<file path="src/rtl/dmem_arb_pkg.sv">
// dmem_arb_pkg: shared state type and constants for the data-memory arbiter
package dmem_arb_pkg;
  typedef enum logic {IDLE, ISSUE} state_t;
  localparam int MEM_DEPTH_DEFAULT = 256;
  localparam logic PORT_PIPE = 1'b0;
  localparam logic PORT_DMA = 1'b1;
endpackage

</file>
<file path="src/rtl/rr_arb2.sv">
// rr_arb2: two-way round-robin picker; on a tie the port not granted last wins
module rr_arb2 (
  input  logic [1:0] eligible,
  input  logic       last_grant,
  output logic       grant_valid,
  output logic       grant_id
);
  assign grant_valid = |eligible;
  assign grant_id = &eligible ? ~last_grant : eligible[1];
endmodule

</file>
<file path="src/rtl/dmem_arbiter.sv">
// dmem_arbiter: round-robin sharing of the single-port data memory (port 0 pipeline, port 1 DMA)
// Define DMEM_RANGE_CHECK_EN to reject addresses at or beyond MEM_DEPTH with err.
module dmem_arbiter
  import dmem_arb_pkg::*;
#(
  parameter int ADDR_W = 32,
  parameter int DATA_W = 32,
  parameter int MEM_DEPTH = MEM_DEPTH_DEFAULT
) (
  input  logic              clock,
  input  logic              reset,
  input  logic              req0,
  input  logic              req1,
  input  logic [ADDR_W-1:0] addr0,
  input  logic [ADDR_W-1:0] addr1,
  input  logic [DATA_W-1:0] wdata0,
  input  logic [DATA_W-1:0] wdata1,
  input  logic              we0,
  input  logic              we1,
  output logic              ack0,
  output logic              ack1,
  output logic [DATA_W-1:0] rdata,
  output logic              err,
  output logic              busy,
  output logic [ADDR_W-1:0] mem_addr,
  output logic [DATA_W-1:0] mem_wdata,
  output logic              mem_we,
  input  logic [DATA_W-1:0] mem_rdata
);
  state_t state_q, state_d;
  logic ack0_q, ack0_d, ack1_q, ack1_d, err_q, err_d;
  logic [DATA_W-1:0] rdata_q, rdata_d, cmd_wdata_q, cmd_wdata_d;
  logic [ADDR_W-1:0] cmd_addr_q, cmd_addr_d, win_addr;
  logic cmd_we_q, cmd_we_d, cmd_id_q, cmd_id_d, cmd_err_q, cmd_err_d;
  logic last_grant_q, last_grant_d;
  logic issue, grant_valid, grant_id, range_bad;
  logic [1:0] eligible;
  assign issue = state_q == ISSUE;
  // the port being served still shows req at its ack edge, so it sits this round out
  assign eligible = issue ? (cmd_id_q == PORT_DMA ? {1'b0, req0} : {req1, 1'b0}) : {req1, req0};
  rr_arb2 u_rr (
    .eligible    (eligible),
    .last_grant  (last_grant_q),
    .grant_valid (grant_valid),
    .grant_id    (grant_id)
  );
  assign win_addr = grant_id ? addr1 : addr0;
`ifdef DMEM_RANGE_CHECK_EN
  assign range_bad = 64'(win_addr) >= 64'(MEM_DEPTH);
`else
  logic unused_depth;
  assign unused_depth = MEM_DEPTH != 0;
  assign range_bad = 1'b0;
`endif
  always_comb begin
    state_d = grant_valid ? ISSUE : IDLE;
    ack0_d = issue && cmd_id_q == PORT_PIPE;
    ack1_d = issue && cmd_id_q == PORT_DMA;
    err_d = issue && cmd_err_q;
    rdata_d = !issue ? rdata_q : cmd_err_q ? '0 : cmd_we_q ? rdata_q : mem_rdata;
    cmd_addr_d = grant_valid ? win_addr : cmd_addr_q;
    cmd_wdata_d = grant_valid ? (grant_id ? wdata1 : wdata0) : cmd_wdata_q;
    cmd_we_d = grant_valid ? (grant_id ? we1 : we0) : cmd_we_q;
    cmd_id_d = grant_valid ? grant_id : cmd_id_q;
    cmd_err_d = grant_valid ? range_bad : cmd_err_q;
    last_grant_d = grant_valid ? grant_id : last_grant_q;
  end
  always_ff @(posedge clock or posedge reset) begin
    if (reset) begin
      state_q <= IDLE;
      ack0_q <= 1'b0;
      ack1_q <= 1'b0;
      err_q <= 1'b0;
      rdata_q <= '0;
      cmd_addr_q <= '0;
      cmd_wdata_q <= '0;
      cmd_we_q <= 1'b0;
      cmd_id_q <= 1'b0;
      cmd_err_q <= 1'b0;
      last_grant_q <= 1'b1;
    end else begin
      state_q <= state_d;
      ack0_q <= ack0_d;
      ack1_q <= ack1_d;
      err_q <= err_d;
      rdata_q <= rdata_d;
      cmd_addr_q <= cmd_addr_d;
      cmd_wdata_q <= cmd_wdata_d;
      cmd_we_q <= cmd_we_d;
      cmd_id_q <= cmd_id_d;
      cmd_err_q <= cmd_err_d;
      last_grant_q <= last_grant_d;
    end
  end
  assign ack0 = ack0_q;
  assign ack1 = ack1_q;
  assign err = err_q;
  assign rdata = rdata_q;
  assign busy = issue;
  assign mem_addr = cmd_addr_q;
  assign mem_wdata = cmd_wdata_q;
  assign mem_we = issue && cmd_we_q && !cmd_err_q;
endmodule

</file>
<file path="config.mk">
export PLATFORM = sky130hd
export DESIGN_NAME = dmem_arbiter
export DESIGN_NICKNAME = d
export VERILOG_FILES = /design/src/rtl/dmem_arb_pkg.sv /design/src/rtl/rr_arb2.sv /design/src/rtl/dmem_arbiter.sv
export SDC_FILE = /design/constraint.sdc
export NUM_CORES = 1
export LEC_CHECK = 0
export BUFFER_PORTS_ARGS = -buffer_cell sky130_fd_sc_hd__buf_2
export CAP_MARGIN = 25
export CORE_MARGIN = 4
export CORE_UTILIZATION = 25
export CTS_CLUSTER_SIZE = 20
export DETAILED_ROUTE_END_ITERATION = 8
export PLACE_DENSITY = 0.57
export SYNTH_ARGS = -nofsm -noshare
export SYNTH_HDL_FRONTEND = slang
export SYNTH_SLANG_ARGS = --single-unit
</file>
<file path="constraint.sdc">
create_clock -name clock -period 4.8 [get_ports clock]
set_input_delay 0.96 -clock clock [delete_from_list [all_inputs] [get_ports clock]]
set_output_delay 0.96 -clock clock [all_outputs]
set_load 0.05 [all_outputs]
</file>
Yosys cells after proc, flatten, opt, wreduce, memory -nomap -nowiden
Index checks and enable logic that the tools add are counted.
- input bits: 166
- bits in registers: 102
- word-level logic and storage cells: 26
- bitwise logic cells: 3
- multiplexer cells: 8
- reductions and logical operators: 6
- operator list (cell ; number):
    $mux W32 ; 3
    $mux W2 ; 2
    $reduce_and A2 Y1 ; 2
    $logic_and A1 B1 Y1 ; 3
    $mux W1 ; 3
    $not A1 Y1 ; 3
    $reduce_or A2 Y1 ; 1

Longest topological paths before layout
Gate-level depths: netlist of the first run.
- word-level depth: 5
- depth in mapped cells: 5
- mapped depth without buffers: 3

Cells and area by module
Synthesis of the first run repeated with hierarchy kept, for this count alone.
- cell total of the unflattened synthesis: 372
- area, all modules: 4603.2 µm²
- modules (own cells, without submodules) (module ; instances ; sequential area each (µm²) ; cells an instance ; area each (µm²)):
    dmem_arbiter ; 1 ; 2553.7 ; 370 ; 4589.4
    rr_arb2 ; 1 ; 0.0 ; 2 ; 13.8

Worst setup path after synthesis of the first run
OpenSTA, ideal clock, no wires.
- path type: register -> output
- start: register state_q, in the netlist busy
- end: output port mem_we
- required time: 3840 ps
- buffers on the path: 0
- data arrival time: 1199 ps
- setup slack: 2641 ps
- cell stages (with the launch flop): 2
- path through: dfrtp_1 > and2_1
- cells in the longest elaborated chain, start to end: 1
- ends and longest elaborated chain (what ; RTL line ; source):
    from (decl) ; dmem_arbiter.sv:30 ; state_t state_q, state_d;
    from (signal assigned) ; dmem_arbiter.sv:82 ; state_q <= state_d;
    $logic_and A1 B1 Y1 ; dmem_arbiter.sv:102 ; assign mem_we = issue && cmd_we_q && !cmd_err_q;
    to (decl) ; dmem_arbiter.sv:27 ; output logic mem_we,
No other way between the ends.

Final worst setup path of the first run
- start: input port req1
- end: register cmd_wdata_q[19], in the netlist mem_wdata[19]
- cells in the longest elaborated chain, start to end: 5
- elaborated cells on any way between the ends: 6
- those cells by class: mux (4); reduce/logical (2)
- ends and longest elaborated chain (what ; RTL line ; source):
    from (decl) ; dmem_arbiter.sv:13 ; input logic req1,
    $mux W2 ; dmem_arbiter.sv:40 ; assign eligible = issue ? (cmd_id_q == PORT_DMA ? {1'b0, req0} : {req1, 1'b0}) : {req1, req0};
    $mux W2 (*) ; dmem_arbiter.sv:40 ;
    $reduce_and A2 Y1 ; rr_arb2.sv:9 ; assign grant_id = &eligible ? ~last_grant : eligible[1];
    $mux W1 ; rr_arb2.sv:9 ;
    $mux W32 ; dmem_arbiter.sv:62 ; cmd_wdata_d = grant_valid ? (grant_id ? wdata1 : wdata0) : cmd_wdata_q;
    to (signal assigned) ; dmem_arbiter.sv:88 ; cmd_wdata_q <= cmd_wdata_d;
    to (decl) ; dmem_arbiter.sv:32 ; logic [DATA_W-1:0] rdata_q, rdata_d, cmd_wdata_q, cmd_wdata_d;
Every way passes the cells marked *; elsewhere a longest branch is shown, timed or not.
A chain may end at the register's enable or synchronous reset.

==> results.yml, run 1 <==
setup_path:
  crit_required_ps: 5080
  reg2reg_to: "mem_wdata[19]$_DFFE_PP0P_"
  cp_num_buf_inv: 2
  worstPathMaxFanout: 38
  crit_path_top_delay_cell: "o22ai_4"
  worstSetupEndpointType: "register"
  setup.worst_path.start_class: "input pin"
  crit_family: "compound AO/OA/AOI/OAI gates"
  cp_cell_sequence: "buf_2 -> a21boi_4 -> o22ai_4 -> buf_4 -> a221o_1"
  worst-path-stages: 5
  worstSetupEndpoint: "mem_wdata[19]$_DFFE_PP0P_"
  r2r.worst_path.cells: 4
  arrival_ps: 2670
  timing.critical_path.from: "req1"
  r2r_slack_ps: 2560
  max_stage_delay_ps: 670
  r2r-start: "busy$_DFF_PP0_"
  path_class: "input pin to register"
route:
  via_count: 3672
  wl_um: 13200
  drcViolationCount: 0
  ant_nets: 0
  wl_per_cell_um: 16.8
  dr.first_iter.drc_count: 103
  via_per_inst: 4.66
  first_pass_iters: 4
power_and_ir_drop:
  p_leak_uw: 0.00319
  power_density_mw_per_mm2: 630
  irDropWorstVdd_mv: 0.342
clocking:
  htreeDepth: 3
  cts.path.max_buffers: 2
  clock_sinks: 102
  postCtsSetupRepairBufs: 0
  cts_root_buf: "clkbuf_16"
  cts_tree: "built"
  numCtsBuffers: 9
  clk_pin_slew_ps: 70
  clkLatencyLatePin_ps: 350
  post_cts_resize_count: 0
  cts_hold_buf: 0
job:
  cap_viol_max_count: 0
logic_synthesis:
  netlist_area_mm2: 0.00427
  muxShareOfSynthArea: 0.0844
  syn_nets: 482
  synth_xor_area_frac: 0
  avgSynthCellArea_um2: 13.5
  yosys.area_share.adder: 0
  yosys-top-cells-area: "dfrtp_1 59%, a221o_1 15%, and3_1 9.5%, mux2_2 7.9%, clkbuf_1 1.6%"
  ys.warnings.count: 0
  ys_types: 24
  synthSimpleGateAreaFrac: 0.109
  synth-seq-cells: 102
  yosys_most_used_dff: "dfrtp_1"
  synth_top_family_by_area: "compound AO/OA/AOI/OAI gates"
  synth.top_cells.by_count: "101 x dfrtp_1, 65 x a221o_1, 65 x and3_1"
  synth_top_area_cell: "dfrtp_1"
  yosysMostFrequentCell: "dfrtp_1"
  ys_seq_area_frac: 0.598
  yosys.area.top_type_share: 0.592
  netlist_instances: 316
  synth-edff-count: 0
  synthArstFlopShare: 1.00
  synth_compound_area_frac: 0.160
place:
  dpl.hpwl_um: 9590
  postPlaceCellArea_mm2: 0.00575
  dp_slack_ps: 1990
  place.gp.congestion: 0.777
  io_buffers: 265
floorplan:
  rows: 47
  core_area_mm2: 0.0166
  die_w_um: 139
  start_util: 0.256
  die-height_um: 139
  die_area_mm2: 0.0192
  pin_count: 267
sta:
  layout_setup_ws_ps: 2420
  slew_viol_final: 0
  layout_min_cycle_time_ps: 2380
  min_period_over_period: 0.496
  worst_pin_slew_ps: 879
  hold_viol: 0
  timing.fmax_mhz: 420
  rsz0062_at_grt: "false"
  setup_viol: 0
  tns_ps: 0
  slew_headroom: 0.413
  fin_skew_ps: 9.37
status:
  status: "finished clean"
grt:
  grtUsageTotal: 0.133
  antenna_found_initial: 0
  grt_pass1_vias: 3992
  grt.overflow.total: 0
  grt_pass1_wl_um: 20800
  grt_max_degree: 69
layout:
  drive_above_1_share: 0.563
  area_growth_pct: 41.2
  antenna_cells: 0
  nets: 729
  final_area_mm2: 0.00602
  fin_util: 0.362
worst_hold_path:
  hp-class: "register to register"
  hold_path_startpoint: "rdata[24]$_DFFE_PP0P_"
-- stage by stage --
step | std cells | total power, µW | hold WS, ps
after floorplan | 316 | 2680 | 496
after global placement | 772 | 3120 | 467
after detailed placement | 772 | 3150 | 474
after CTS | 788 | 3850 | 491
after global routing | 788 | 3980 | 505
final | 788 | 3790 | 488
-- layer usage --
metal  vias to the layer above  share of wire  GRT usage  wire, µm
li1                       1721              -          -         -
met1                      1761           0.41      0.158      5470
met2                       177           0.49      0.226      6420
met3                        13          0.088     0.0507      1160
met4                         0          0.012     0.0402       155
met5                         -              0          0         0
-- cell usage in the layout (no fill, tap or decap) --
master	count
clkinv_2	2
nand3b_1	1
clkinvlp_4	2
mux2_1	2
inv_4	1
o21ai_0	1
a21boi_4	1
clkbuf_1	1
buf_2	265
and3_1	65
buf_4	4
conb_1	1
nor2_1	1
inv_1	4
nand2_1	1
or3b_1	1
dfrtp_1	101
clkbuf_8	1
clkbuf_16	9
o221ai_1	1
and3_4	1
dfstp_2	1
mux2_2	30
a221o_1	65
o22ai_4	1
inv_6	1
and2_1	2
nor2b_4	1
nand2b_1	1
-- power by group --
part | internal [µW] | switching, µW
combinational | 493 | 1330
sequential | 1130 | 154
clock | 366 | 315
-- registers in the layout, summed over array words and instances, names as in the netlist --
name          count
rdata            32
mem_addr         32
cmd_we_q          1
cmd_id_q          1
last_grant_q      1
mem_wdata        32
busy              1
ack1              1
ack0              1
-- final cells by class --
| class | instances | area [µm²] |
|---|---|---|
| clock buffer | 11 | 243 |
| timing repair buffer | 269 | 1360 |
| clock inverter | 5 | 33.8 |
| tap | 220 | 275 |
| inverter | 5 | 21.3 |
| multi-input combinational | 176 | 1540 |
| sequential | 102 | 2550 |
| fill | 1677 | 10600 |
-- cell families after synthesis --
kind of cell	count (synthesis)
and+or+nand+nor	74
buffers and inverters	38
AOI/OAI and AO/OA	69
muxes	32
other	1
DFF	102
-- worst min-delay path by stage --
stage	cells past startpoint	end
floorplan	1	cmd_we_q$_DFFE_PP0P_
CTS	1	rdata[24]$_DFFE_PP0P_
finish	1	rdata[24]$_DFFE_PP0P_
global placement	1	rdata[24]$_DFFE_PP0P_
global route	1	rdata[24]$_DFFE_PP0P_
detailed placement	1	rdata[24]$_DFFE_PP0P_
(Power assumes the default switching activity.)
==> inputs of run 2 (changes only) <==
--- a/config.mk
+++ b/config.mk
@@ -11,7 +11,7 @@
 export CORE_UTILIZATION = 25
 export CTS_CLUSTER_SIZE = 20
 export DETAILED_ROUTE_END_ITERATION = 8
-export PLACE_DENSITY = 0.57
+export PLACE_DENSITY = 0.59
 export SYNTH_ARGS = -nofsm -noshare
 export SYNTH_HDL_FRONTEND = slang
 export SYNTH_SLANG_ARGS = --single-unit
==> constraint.sdc (replaced) <==
create_clock -name clock -period 2.1 [get_ports clock]
set_input_delay 0.42 -clock clock [delete_from_list [all_inputs] [get_ports clock]]
set_output_delay 0.42 -clock clock [all_outputs]
set_load 0.05 [all_outputs]
==> run 2 against run 1 <==
  * Sequential cell count unchanged
  * Register-to-register slack lost 2300 ps
  * Design area is 0.87% higher
  * Routed wire length grew 1.6%
  * Hold slack lost 220 ps
  * Final cell count increased by 0.51%
  * Power is 130% higher
  * Clock power rose by 140%
  * Sequential power is 130% higher
  * Worst setup slack got worse by 2200 ps
==> results.yml, run 2 (same netlist as run 1, synthesis figures left out) <==
setup_path:
  path_class: "register to register"
  r2r-start: "busy$_DFF_PP0_"
  max_stage_delay_ps: 460
  worst-path-stages: 3
  crit_family: "simple AND/OR/NAND/NOR gates"
  r2r_slack_ps: 240
  r2r.worst_path.cells: 3
  arrival_ps: 2080
  worstSetupEndpointType: "register"
  cp_num_buf_inv: 0
  crit_path_top_delay_cell: "dfrtp_1"
  reg2reg_to: "mem_wdata[4]$_DFFE_PP0P_"
  crit_required_ps: 2320
  cp_cell_sequence: "or3b_1 -> and3_4 -> a221o_1"
  worstPathMaxFanout: 65
  setup.worst_path.start_class: "register"
power_and_ir_drop:
  irDropWorstVdd_mv: 0.632
  finalPower_uw: 8800
  power_density_mw_per_mm2: 1450
  p_leak_uw: 0.00322
grt:
  grt_max_degree: 66
  grt_pass1_wl_um: 20800
  antenna_found_initial: 0
  grt.overflow.total: 0
  grtUsageTotal: 0.135
  grt_pass1_vias: 4044
layout:
  antenna_cells: 0
  layout_commonest_cell: "buf_2"
  drive_above_1_share: 0.566
  area_growth_pct: 42.4
  final_cell_mix: "265 x buf_2, 101 x dfrtp_1, 65 x and3_1, 65 x a221o_1, 30 x mux2_2"
  nets: 734
route:
  first_pass_iters: 4
  wl_per_cell_um: 16.9
  ant_nets: 0
  via_per_inst: 4.71
  dr.first_iter.drc_count: 122
  via_count: 3732
  drcViolationCount: 0
  wl_um: 13400
clocking:
  htreeDepth: 3
  post_cts_resize_count: 0
  cts.path.max_buffers: 2
  cts_tree: "built"
  clock_sinks: 102
  postCtsSetupRepairBufs: 0
  clk_pin_slew_ps: 70
  cts_hold_buf: 0
  cts_root_buf: "clkbuf_16"
  clkLatencyLatePin_ps: 340
  numCtsBuffers: 9
floorplan:
  core_area_mm2: 0.0166
  pin_count: 267
  rows: 47
  die-height_um: 139
  start_util: 0.256
  die_w_um: 139
  die_area_mm2: 0.0192
place:
  place.gp.congestion: 0.824
  io_buffers: 265
  dpl.hpwl_um: 9960
  dp_slack_ps: 203
sta:
  rsz0062_at_grt: "false"
  hold_viol: 0
  timing.fmax_mhz: 539
  tns_ps: 0
  slew_headroom: 0.496
  min_period_over_period: 0.884
  slew_viol_final: 0
  layout_setup_ws_ps: 244
  whs_ps: 271
  fin_skew_ps: 8.48
  layout_min_cycle_time_ps: 1860
  worst_pin_slew_ps: 756
  setup_viol: 0
job:
  cap_viol_max_count: 0
status:
  status: "finished clean"
worst_hold_path:
  hp-class: "input pin to async pin"
run 2: cell types whose count changed in the layout (fill, tap and decap cells not counted):
cell       before  now
inv_4           1    0
inv_6           1    0
buf_4           4    9
bufinv_16       0    1
run 2: worst max-delay path by stage:
stage,start,endpoint
2_1_floorplan,busy$_DFF_PP0_,cmd_we_q$_DFFE_PP0P_
3_3_place_gp,req1,mem_wdata[18]$_DFFE_PP0P_
3_5_place_dp,req1,mem_wdata[4]$_DFFE_PP0P_
4_1_cts,busy$_DFF_PP0_,mem_wdata[3]$_DFFE_PP0P_
5_1_grt,busy$_DFF_PP0_,mem_wdata[4]$_DFFE_PP0P_
6_report,busy$_DFF_PP0_,mem_wdata[4]$_DFFE_PP0P_
run 2: layout make-up:
class	instances	area [µm²]
clock buffers	11	243
clock inverters	4	47.5
fillers	1662	10600
inverters	5	22.5
multi-input cells	176	1540
flip-flops and latches	102	2550
well taps	220	275
repair buffers	274	1390
run 2: stage by stage:
step	instances	area, µm²	utilization
CTS	792	6080	0.365
global route	792	6080	0.365
detailed placement	777	5790	0.348
finish	792	6080	0.365
global placement	777	5790	0.348
floorplan	316	4270	-
run 2: routing by layer:
layer | global-route usage | share of wire | vias up
met2 | 0.232 | 0.49 | 185
met5 | 0 | 0 | -
met4 | 0.0438 | 0.015 | 0
li1 | - | - | 1730
met1 | 0.160 | 0.41 | 1804
met3 | 0.0431 | 0.078 | 13
run 2: power breakdown:
group          leakage, µW  total, µW  switching (µW)  internal, µW
clock network     0.000141       1650             708           947
registers          0.00122       2940             355          2590
logic              0.00186       4200            3060          1140
run 2: worst reg2reg max path: stages, from the launching register on:
cell and delay [ps]:
dfrtp_1 460, or3b_1 430, and3_4 400, a221o_1 450
